<file path="config.mk">
export PLATFORM = sky130hd
export DESIGN_NAME = mem_fill_arbiter
export DESIGN_NICKNAME = d
export VERILOG_FILES = /design/src/rtl/mem_arb_pkg.sv /design/src/rtl/mem_fill_arbiter_fill_sequencer.sv /design/src/rtl/mem_fill_arbiter.sv
export SDC_FILE = /design/constraint.sdc
export NUM_CORES = 1
export LEC_CHECK = 0
export BUFFER_PORTS_ARGS = -buffer_cell sky130_fd_sc_hd__buf_4
export CAP_MARGIN = 20
export CORE_AREA = 2 2 70 72
export CTS_CLUSTER_SIZE = 30
export DETAILED_ROUTE_END_ITERATION = 8
export DIE_AREA = 0 0 72 74
export PLACE_DENSITY = 0.83
export SLEW_MARGIN = 40
export SYNTH_ARGS = -nofsm -noshare
export SYNTH_HDL_FRONTEND = slang
export SYNTH_SLANG_ARGS = --single-unit
</file>
<file path="constraint.sdc">
create_clock -name clk -period 2.7 [get_ports clk]
set_input_delay 0.27 -clock clk [delete_from_list [all_inputs] [get_ports clk]]
set_output_delay 0.27 -clock clk [all_outputs]
set_load 0.05 [all_outputs]
</file>
<file path="src/rtl/mem_arb_pkg.sv">
// Shared types and constants for the unified memory fill arbiter.
// Latency: n/a (declarations only).
// Backpressure: n/a (declarations only).
package mem_arb_pkg;

  localparam int WORDS      = 8;   // 16-bit words per cache block
  localparam int WORD_IDX_W = 3;   // log2(WORDS)

  // Clearing these bits of a byte address gives the block base address.
  localparam logic [15:0] BLOCK_OFFSET_MASK = 16'h000F;

  typedef enum logic [2:0] {
    ST_IDLE   = 3'd0,
    ST_WRITE  = 3'd1,
    ST_FILL_I = 3'd2,
    ST_FILL_D = 3'd3,
    ST_DONE_I = 3'd4,
    ST_DONE_D = 3'd5
  } arb_state_e;

endpackage

</file>
<file path="src/rtl/mem_fill_arbiter_fill_sequencer.sv">
// Block fill sequencer: issue and receive counters plus read address generation.
// Latency: the first read issues in the cycle after start_i; the receive side follows mem_rvalid_i.
// Backpressure: none; issues one read per active cycle with no gaps and accepts every rvalid.
//
// Ports:
//   clk, rst_n     clock, async active-low reset
//   start_i        grant edge: clear counters, latch base_i
//   active_i       arbiter is in a fill state
//   base_i         block base byte address
//   mem_rvalid_i   memory read data valid
//   issue_en_o     issue a read this cycle
//   issue_addr_o   byte address of the read
//   rx_we_o        a fill word arrives this cycle
//   rx_idx_o       word index of the arriving word
//   last_o         this arrival is the final word of the block
module fill_sequencer #(
  parameter int WORDS  = 8,
  parameter int ADDR_W = 16,
  parameter int IDX_W  = $clog2(WORDS)
) (
  input  logic              clk,
  input  logic              rst_n,
  input  logic              start_i,
  input  logic              active_i,
  input  logic [ADDR_W-1:0] base_i,
  input  logic              mem_rvalid_i,
  output logic              issue_en_o,
  output logic [ADDR_W-1:0] issue_addr_o,
  output logic              rx_we_o,
  output logic [IDX_W-1:0]  rx_idx_o,
  output logic              last_o
);

  // The issue counter must be able to hold WORDS itself to mark "all issued".
  localparam int CNT_W = $clog2(WORDS + 1);

  logic [CNT_W-1:0]  issue_cnt_q, issue_cnt_d;
  logic [IDX_W-1:0]  rx_cnt_q, rx_cnt_d;
  logic [ADDR_W-1:0] base_q, base_d;

  always_comb begin
    issue_en_o   = active_i && (issue_cnt_q < CNT_W'(WORDS));
    issue_addr_o = base_q + (ADDR_W'(issue_cnt_q) << 1);
    rx_we_o      = active_i && mem_rvalid_i;
    rx_idx_o     = rx_cnt_q;
    last_o       = rx_we_o && (rx_cnt_q == IDX_W'(WORDS - 1));
  end

  always_comb begin
    issue_cnt_d = issue_cnt_q;
    rx_cnt_d    = rx_cnt_q;
    base_d      = base_q;
    if (start_i) begin
      issue_cnt_d = '0;
      rx_cnt_d    = '0;
      base_d      = base_i;
    end else begin
      if (issue_en_o) begin
        issue_cnt_d = issue_cnt_q + CNT_W'(1);
      end
      if (rx_we_o) begin
        rx_cnt_d = last_o ? '0 : rx_cnt_q + IDX_W'(1);
      end
    end
  end

  always_ff @(posedge clk or negedge rst_n) begin
    if (!rst_n) begin
      issue_cnt_q <= '0;
      rx_cnt_q    <= '0;
      base_q      <= '0;
    end else begin
      issue_cnt_q <= issue_cnt_d;
      rx_cnt_q    <= rx_cnt_d;
      base_q      <= base_d;
    end
  end

endmodule

</file>
<file path="src/rtl/mem_fill_arbiter.sv">
// Arbitrates the unified data memory between I-fill, D-fill and D write-through stores.
// Latency: grant registered (1 cycle); block fill = 8 issues, done pulse after the 8th word returns.
// Backpressure: requesters hold req until ack/done; losers wait in IDLE arbitration.
//
// Ports:
//   clk, rst_n                       clock, async active-low reset
//   ic_miss_req/addr                 I-cache miss request (held until ic_fill_done)
//   dc_miss_req/addr                 D-cache miss request (held until dc_fill_done)
//   dc_wr_req/addr/data, dc_wr_ack   D-cache write-through store, ack pulse on issue
//   ic_fill_we, dc_fill_we           per-cache fill word write strobes
//   fill_word_idx, fill_data         word index / data for the fill write
//   ic_fill_done, dc_fill_done       one-cycle block-complete pulses
//   busy                             arbiter not idle
//   mem_en/wr/addr/wdata             memory request port
//   mem_rdata, mem_rvalid            memory read return (fixed latency)
module mem_fill_arbiter #(
  parameter int WORDS  = mem_arb_pkg::WORDS,
  parameter int ADDR_W = 16,
  parameter int DATA_W = 16
) (
  input  logic                     clk,
  input  logic                     rst_n,
  input  logic                     ic_miss_req,
  input  logic [ADDR_W-1:0]        ic_miss_addr,
  input  logic                     dc_miss_req,
  input  logic [ADDR_W-1:0]        dc_miss_addr,
  input  logic                     dc_wr_req,
  input  logic [ADDR_W-1:0]        dc_wr_addr,
  input  logic [DATA_W-1:0]        dc_wr_data,
  output logic                     dc_wr_ack,
  output logic                     ic_fill_we,
  output logic                     dc_fill_we,
  output logic [$clog2(WORDS)-1:0] fill_word_idx,
  output logic [DATA_W-1:0]        fill_data,
  output logic                     ic_fill_done,
  output logic                     dc_fill_done,
  output logic                     busy,
  output logic                     mem_en,
  output logic                     mem_wr,
  output logic [ADDR_W-1:0]        mem_addr,
  output logic [DATA_W-1:0]        mem_wdata,
  input  logic [DATA_W-1:0]        mem_rdata,
  input  logic                     mem_rvalid
);

  import mem_arb_pkg::*;

  localparam int IDX_W = $clog2(WORDS);
  localparam logic [ADDR_W-1:0] BASE_MASK = ~ADDR_W'(BLOCK_OFFSET_MASK);

  arb_state_e state_q, state_d;
  logic       fair_q, fair_d;  // I-cache gets the next IDLE grant after it waited behind D

  logic              seq_start;
  logic              seq_active;
  logic [ADDR_W-1:0] seq_base;
  logic              seq_issue_en;
  logic [ADDR_W-1:0] seq_issue_addr;
  logic              seq_rx_we;
  logic [IDX_W-1:0]  seq_rx_idx;
  logic              seq_last;

  assign seq_active = (state_q == ST_FILL_I) || (state_q == ST_FILL_D);

  fill_sequencer #(
    .WORDS  (WORDS),
    .ADDR_W (ADDR_W),
    .IDX_W  (IDX_W)
  ) u_fill_seq (
    .clk          (clk),
    .rst_n        (rst_n),
    .start_i      (seq_start),
    .active_i     (seq_active),
    .base_i       (seq_base),
    .mem_rvalid_i (mem_rvalid),
    .issue_en_o   (seq_issue_en),
    .issue_addr_o (seq_issue_addr),
    .rx_we_o      (seq_rx_we),
    .rx_idx_o     (seq_rx_idx),
    .last_o       (seq_last)
  );

  always_comb begin
    state_d      = state_q;
    fair_d       = fair_q;
    seq_start    = 1'b0;
    seq_base     = '0;
    dc_wr_ack    = 1'b0;
    ic_fill_we   = 1'b0;
    dc_fill_we   = 1'b0;
    ic_fill_done = 1'b0;
    dc_fill_done = 1'b0;
    mem_en       = 1'b0;
    mem_wr       = 1'b0;
    mem_addr     = '0;
    mem_wdata    = '0;

    unique case (state_q)
      ST_IDLE: begin
        if (fair_q && ic_miss_req) begin
          state_d   = ST_FILL_I;
          seq_start = 1'b1;
          seq_base  = ic_miss_addr & BASE_MASK;
          fair_d    = 1'b0;
        end else if (dc_wr_req) begin
          state_d = ST_WRITE;
        end else if (dc_miss_req) begin
          state_d   = ST_FILL_D;
          seq_start = 1'b1;
          seq_base  = dc_miss_addr & BASE_MASK;
        end else if (ic_miss_req) begin
          state_d   = ST_FILL_I;
          seq_start = 1'b1;
          seq_base  = ic_miss_addr & BASE_MASK;
          fair_d    = 1'b0;
        end
      end

      ST_WRITE: begin
        mem_en    = 1'b1;
        mem_wr    = 1'b1;
        mem_addr  = dc_wr_addr;
        mem_wdata = dc_wr_data;
        dc_wr_ack = 1'b1;
        state_d   = ST_IDLE;
        if (ic_miss_req) begin
          fair_d = 1'b1;
        end
      end

      ST_FILL_I: begin
        mem_en     = seq_issue_en;
        mem_addr   = seq_issue_en ? seq_issue_addr : '0;
        ic_fill_we = seq_rx_we;
        if (seq_last) begin
          state_d = ST_DONE_I;
        end
      end

      ST_FILL_D: begin
        mem_en     = seq_issue_en;
        mem_addr   = seq_issue_en ? seq_issue_addr : '0;
        dc_fill_we = seq_rx_we;
        if (seq_last) begin
          state_d = ST_DONE_D;
          if (ic_miss_req) begin
            fair_d = 1'b1;
          end
        end
      end

      ST_DONE_I: begin
        ic_fill_done = 1'b1;
        state_d      = ST_IDLE;
      end

      ST_DONE_D: begin
        dc_fill_done = 1'b1;
        state_d      = ST_IDLE;
      end

      default: begin
        state_d = ST_IDLE;
      end
    endcase
  end

  // Fill word fields are gated so they read zero whenever no fill write happens.
  assign fill_word_idx = seq_rx_we ? seq_rx_idx : '0;
  assign fill_data     = seq_rx_we ? mem_rdata : '0;
  assign busy          = (state_q != ST_IDLE);

  always_ff @(posedge clk or negedge rst_n) begin
    if (!rst_n) begin
      state_q <= ST_IDLE;
      fair_q  <= 1'b0;
    end else begin
      state_q <= state_d;
      fair_q  <= fair_d;
    end
  end

endmodule
</file>
Word level (Yosys, flattened, before mapping)
Index checks and enable logic that the tools add are counted.
Widths: inputs -> output; s select.
Cells by class
  add/subtract/negate cells: 3
  order comparisons: 1
  eq/ne operators: 12
  muxes and demuxes: 40
  reductions and logical operators: 13
Operators with widths (number)
  $mux 16: 8
  $pmux 16 s2: 1
  $mux 3: 10
  $add 16x5->16: 1
  $mux 1: 16
  $eq 3x3->1 const B: 3
  $ne 3x3->1 const B: 3
  $pmux 3 s3: 1
  $mux 4: 2
  $eq 3x2->1 const B: 2
  $reduce_bool 3->1: 2
  $ne 5x5->1 const B: 1
  $reduce_and 5->1: 1
  $add 4x1->4 const B: 1
  $logic_and 1x1->1: 4
  $lt 4x4->1 const B: 1
  $ne 2x1->1 const B: 2
  $reduce_bool 2->1: 2
  $add 3x1->3 const B: 1
  $eq 3x1->1 const B: 1
  $logic_not 3->1: 1
  $pmux 1 s3: 1
  $reduce_and 3->1: 1
  $pmux 1 s2: 1
  2 further kinds: 2
Storage, ports and cells
  register bits: 27
  bits of input ports: 86
  output and inout bits: 59
  word-level logic and storage cells: 74

Longest topological paths before layout
  word-level depth: 7
  depth in mapped cells: 6
  gate-level depth less buffers: 6

Hierarchy
A second synthesis with hierarchy kept.
Unflattened totals
  cell total of the unflattened synthesis: 241
  area, all modules: 2232.1 um2
By module, submodules not included
  fill_sequencer: times used 1, cells each 107, area an instance 1287.5 um2, seq. area each 575.6 um2
  mem_fill_arbiter: times used 1, cells each 134, area an instance 944.7 um2, seq. area each 100.1 um2

Least setup slack after synthesis
OpenSTA, ideal clock, no wires.
  path type: reg-to-output
  start: reg state_q[2]
  end: out ic_fill_done
  data arrival time: 1704 ps
  required time: 2430 ps
  path slack: 726 ps
  stages on the path, launching flop included: 3
  path buffers: 1
  cells stage by stage: dfrtp_1 > buf_2 > nor3b_1
Between the ends
  longest elaborated chain between the ends: 2
RTL lines
  start, declared: RTL line mem_fill_arbiter.sv:51  | arb_state_e state_q, state_d;
  start signal, assigned: RTL line mem_fill_arbiter.sv:178  | state_q <= state_d;
  $eq 3x3->1: RTL line mem_fill_arbiter.sv:98  | unique case (state_q)
  $mux 1: RTL line mem_fill_arbiter.sv:98
  end, declared: RTL line mem_fill_arbiter.sv:35  | output logic ic_fill_done,
No other way between the ends.

Worst setup path after layout
  start: reg state_q[1]
  end: out mem_addr[4]
Between the ends
  longest elaborated chain between the ends: 5
  elaborated cells between the ends (all ways): 8
  classes of those cells: eq/ne: 3; mux: 2; reduce/logical: 3
RTL lines
  $eq 3x2->1: RTL line mem_fill_arbiter.sv:63, mem_fill_arbiter.sv:98
  $logic_or 1x1->1: RTL line mem_fill_arbiter.sv:63  | assign seq_active = (state_q == ST_FILL_I) || (state_q == ST_FILL_D);
  $logic_and 1x1->1: RTL line mem_fill_arbiter_fill_sequencer.sv:42  | issue_en_o = active_i && (issue_cnt_q < CNT_W'(WORDS));
  $mux 16: RTL line mem_fill_arbiter.sv:133, mem_fill_arbiter.sv:142
  $pmux 16 s2 *: RTL line mem_fill_arbiter.sv:98
  end, declared: RTL line mem_fill_arbiter.sv:40  | output logic [ADDR_W-1:0] mem_addr,
Every way passes the cells marked *; elsewhere a longest branch is shown, timed or not.

==> run_summary.xml <==
<?xml version="1.0" encoding="UTF-8"?>
<metrics>
  <group name="run_status">
    <metric name="status" unit="">finished clean</metric>
  </group>
  <group name="setup_path">
    <metric name="critical_path.max_fanout" unit="">19</metric>
    <metric name="crit_family" unit="">simple AND/OR/NAND/NOR gates</metric>
    <metric name="crit_path_start_kind" unit="">flip-flop</metric>
    <metric name="cp_slowest_cell" unit="">nor3b_4</metric>
    <metric name="reg2regPathDepth" unit="">4</metric>
    <metric name="worstPathBufferInverterCount" unit="">1</metric>
    <metric name="worstSetupPathType" unit="">reg -&gt; out</metric>
    <metric name="critical_path.max_stage_delay" unit="ns">0.70</metric>
    <metric name="worstPathArrival" unit="ns">2.00</metric>
    <metric name="worst_ep_required_time" unit="ns">2.43</metric>
    <metric name="setup.worst_path.end_class" unit="">output port</metric>
    <metric name="path_cells" unit="">nor3b_4 -&gt; a22o_1 -&gt; buf_4</metric>
    <metric name="crit_cells" unit="">3</metric>
  </group>
  <group name="place">
    <metric name="placement.setup.worst_slack" unit="ns">0.7272</metric>
    <metric name="hpwl" unit="mm">4.202</metric>
    <metric name="buffer_ports.inserted" unit="">136</metric>
    <metric name="globalplace.congestion" unit="">0.7952</metric>
  </group>
  <group name="sta">
    <metric name="worst_slew_pin_slew" unit="ns">0.7396</metric>
    <metric name="finalMaxSlewViolations" unit="">0</metric>
    <metric name="finalCritPeriodShare" unit="%">84.04</metric>
    <metric name="clock.fmax" unit="MHz">440.7</metric>
    <metric name="layout_min_cycle_time" unit="ns">2.269</metric>
    <metric name="final.setup_skew" unit="ns">0.001329</metric>
    <metric name="setup_ws" unit="ns">0.4309</metric>
    <metric name="setup-tns-final" unit="ns">0</metric>
    <metric name="hold_violations" unit="">0</metric>
    <metric name="rsz0062_at_grt" unit="">false</metric>
    <metric name="final_setup_vio_count" unit="">0</metric>
    <metric name="timing.max_slew.rel_slack" unit="%">50.58</metric>
  </group>
  <group name="detailed_routing">
    <metric name="drt_pass1_iterations" unit="">4</metric>
    <metric name="drt_wirelength" unit="mm">5.240</metric>
    <metric name="drtIter0Drc" unit="">46</metric>
    <metric name="ant_nets" unit="">0</metric>
    <metric name="detail_route.vias_per_cell" unit="">5.116</metric>
    <metric name="wire_per_inst" unit="um">13.86</metric>
    <metric name="vias" unit="">1934</metric>
    <metric name="drc" unit="">0</metric>
  </group>
  <group name="clock_network">
    <metric name="ctsHoldBuffers" unit="">1</metric>
    <metric name="worst_setup_hold_path_clk_slew" unit="ns">0.08</metric>
    <metric name="htree_levels" unit="">1</metric>
    <metric name="cts_repair_resize_count" unit="">0</metric>
    <metric name="tritoncts" unit="">built</metric>
    <metric name="cts_inserted_buffers" unit="">3</metric>
    <metric name="clock_tree.buffer_depth" unit="">2</metric>
    <metric name="root_buffer" unit="">clkbuf_8</metric>
    <metric name="clk-insertion-delay-late" unit="ns">0.26</metric>
    <metric name="cts.repair_timing.setup_buffer_count" unit="">0</metric>
    <metric name="numClockSinks" unit="">23</metric>
  </group>
  <group name="finish">
    <metric name="final_nets" unit="">416</metric>
    <metric name="multi_input_area" unit="sq mm">0.001199</metric>
    <metric name="num_antenna_cells" unit="">0</metric>
    <metric name="fillerInstances" unit="">396</metric>
    <metric name="syn_to_final_growth" unit="%">55.78</metric>
    <metric name="layout-drive-gt1-share" unit="%">50.00</metric>
    <metric name="seq_area" unit="sq um">575.6</metric>
  </group>
  <group name="die">
    <metric name="initial_core_util" unit="%">41.17</metric>
    <metric name="number_of_rows_created_at_floorplan" unit="">25</metric>
    <metric name="dieHeight" unit="um">74</metric>
    <metric name="floorplan_die_area" unit="sq mm">0.005328</metric>
    <metric name="core_region_area" unit="sq mm">0.004598</metric>
    <metric name="design.portCount" unit="">145</metric>
    <metric name="die_w" unit="um">72</metric>
  </group>
  <group name="logic_synthesis">
    <metric name="synth_edf_count" unit="">0</metric>
    <metric name="ys_dominant_reg_cell" unit="">dfrtp_1</metric>
    <metric name="synth_area_leaders" unit="">dfrtp_1 30%, a22o_1 12%, mux2_4 7.9%</metric>
    <metric name="synth.top_cells.by_count" unit="">25 x a22o_1, 23 x dfrtp_1, 22 x and3_1</metric>
    <metric name="yosysTopAreaCell" unit="">dfrtp_1</metric>
    <metric name="synth_largest_type_area_fraction" unit="%">30.40</metric>
    <metric name="synth_instances" unit="">196</metric>
    <metric name="synth-warning-count" unit="">0</metric>
    <metric name="synthDistinctLibCells" unit="">40</metric>
    <metric name="post_synthesis_register_bit_count" unit="">23</metric>
    <metric name="synthMostInstantiatedCell" unit="">a22o_1</metric>
    <metric name="sequential_fraction_of_the_synthesis_area" unit="%">30.40</metric>
    <metric name="async_set_or_reset_flop_fraction_in_the_synthesized_netlist" unit="%">100.0</metric>
    <metric name="netlist_area" unit="sq mm">0.001893</metric>
    <metric name="syn_nets" unit="">287</metric>
    <metric name="synth.avg_cell_area" unit="sq um">9.659</metric>
  </group>
  <group name="global_route">
    <metric name="wire_length_of_the_first_global_routing_pass" unit="mm">7.969</metric>
    <metric name="first_global_vias" unit="">1756</metric>
    <metric name="antenna_found_initial" unit="">0</metric>
    <metric name="globalRoute.totalOverflow" unit="">0</metric>
    <metric name="gr-usage-all-layers" unit="%">18.18</metric>
    <metric name="grt_start_max_net_pins" unit="">36</metric>
  </group>
  <group name="pwr">
    <metric name="leakage" unit="nW">1.578</metric>
    <metric name="irDropWorstVdd" unit="mV">0.4110</metric>
    <metric name="p_comb_share" unit="%">70.7</metric>
    <metric name="power_switching" unit="mW">1.660</metric>
    <metric name="power.share.clock" unit="%">6.7</metric>
    <metric name="cell_internal_pwr" unit="mW">1.411</metric>
    <metric name="seq_power_share" unit="%">22.6</metric>
    <metric name="sw_frac_of_total" unit="%">54.05</metric>
    <metric name="cellPowerDensity" unit="mW/mm^2">1041</metric>
  </group>
  <group name="min_path">
    <metric name="worstHoldPathType" unit="">in -&gt; reg</metric>
    <metric name="timing.hold.worst_path_depth" unit="">3</metric>
  </group>
  <group name="job">
    <metric name="timing.max_cap.violations" unit="">0</metric>
  </group>
</metrics>
[worst paths after layout]
path | slack, ns | endpoint | from
hold / removal | 0.31 | u_fill_seq.base_q[14] | ic_miss_addr[14]
setup reg to reg | 0.76 | u_fill_seq.base_q[7] | state_q[1]
min in group asynchronous | 0.44 | u_fill_seq.base_q[15] | rst_n
setup / recovery | 0.43 | mem_addr[4] | state_q[1]
hold reg to reg | 0.54 | u_fill_seq.base_q[15] | u_fill_seq.base_q[15]
max in group asynchronous | 2.04 | u_fill_seq.rx_idx_o[2] | rst_n
[state kept, by name (all words and copies together) (netlist names)]
register                count
fair_q                      1
state_q                     3
u_fill_seq.rx_idx_o         3
u_fill_seq.issue_cnt_q      4
u_fill_seq.base_q          12
[routing by layer]
layer,vias up,wire [um],GRT usage [%]
li1,962,-,-
met1,887,2066,22.62
met2,77,2750,33.64
met3,8,339,1.626
met4,0,83,5.451
met5,-,0,0
[worst min-delay path, cell delays in order]
cell and delay, ns:
buf_4 0.08, a22oi_1 0.05, mux2i_1 0.12
[area by class of cell]
type	instances	share of cell area (%)
Tap cell	54	2.291
Clock buffer	3	1.400
Multi-Input combinational cell	154	40.64
Sequential cell	23	19.52
Clock inverter	1	0.1697
Timing Repair Buffer	139	35.47
Inverter	4	0.5091
[power by group through the flow]
stage               Sequential [mW]  Clock [mW]  Combinational [mW]
CTS                           0.689       0.212                2.18
floorplan                     0.626           0                1.68
global route                  0.720       0.226                2.31
finish                        0.693       0.206                2.17
global placement              0.685           0                2.15
detailed placement            0.695           0                2.18
[metrics by stage]
stage,utilization [%],instances,hold slack (ns),total power [mW],cell area [sq um]
2_1_floorplan,-,196,-0.02559,2.302,1893
3_3_place_gp,62.83,373,0.1715,2.830,2889
3_5_place_dp,62.83,373,0.1807,2.874,2889
4_1_cts,64.05,378,0.3020,3.085,2945
5_1_grt,64.14,378,0.3335,3.252,2949
6_report,64.14,378,0.3054,3.071,2949
[logic make-up after synthesis]
family,after synthesis,synth area share (%)
AND/OR/NAND/NOR,84,27.56
AO/OA/AOI/OAI,39,16.72
flip-flops,23,30.40
buffers and inverters,19,6.477
XOR/XNOR,13,6.015
multiplexers,13,9.517
adder cells (fa/ha/maj),5,3.305
[cell usage in the layout (no fill, tap or decap), types with 4 or more instances in the layout]
cell type  synthesis  layout
mux2_4            10      10
a21oi_1            6       5
nor2_1            11      11
a22o_1            25      25
nand3_1            4       4
dfrtp_1           23      23
nand2_1           10      10
and2_1            18      18
xnor2_1            8       8
xor2_1             5       5
ha_1               5       5
and3_1            22      22
buf_4              4     138
Power figures use the tool's default switching activity.
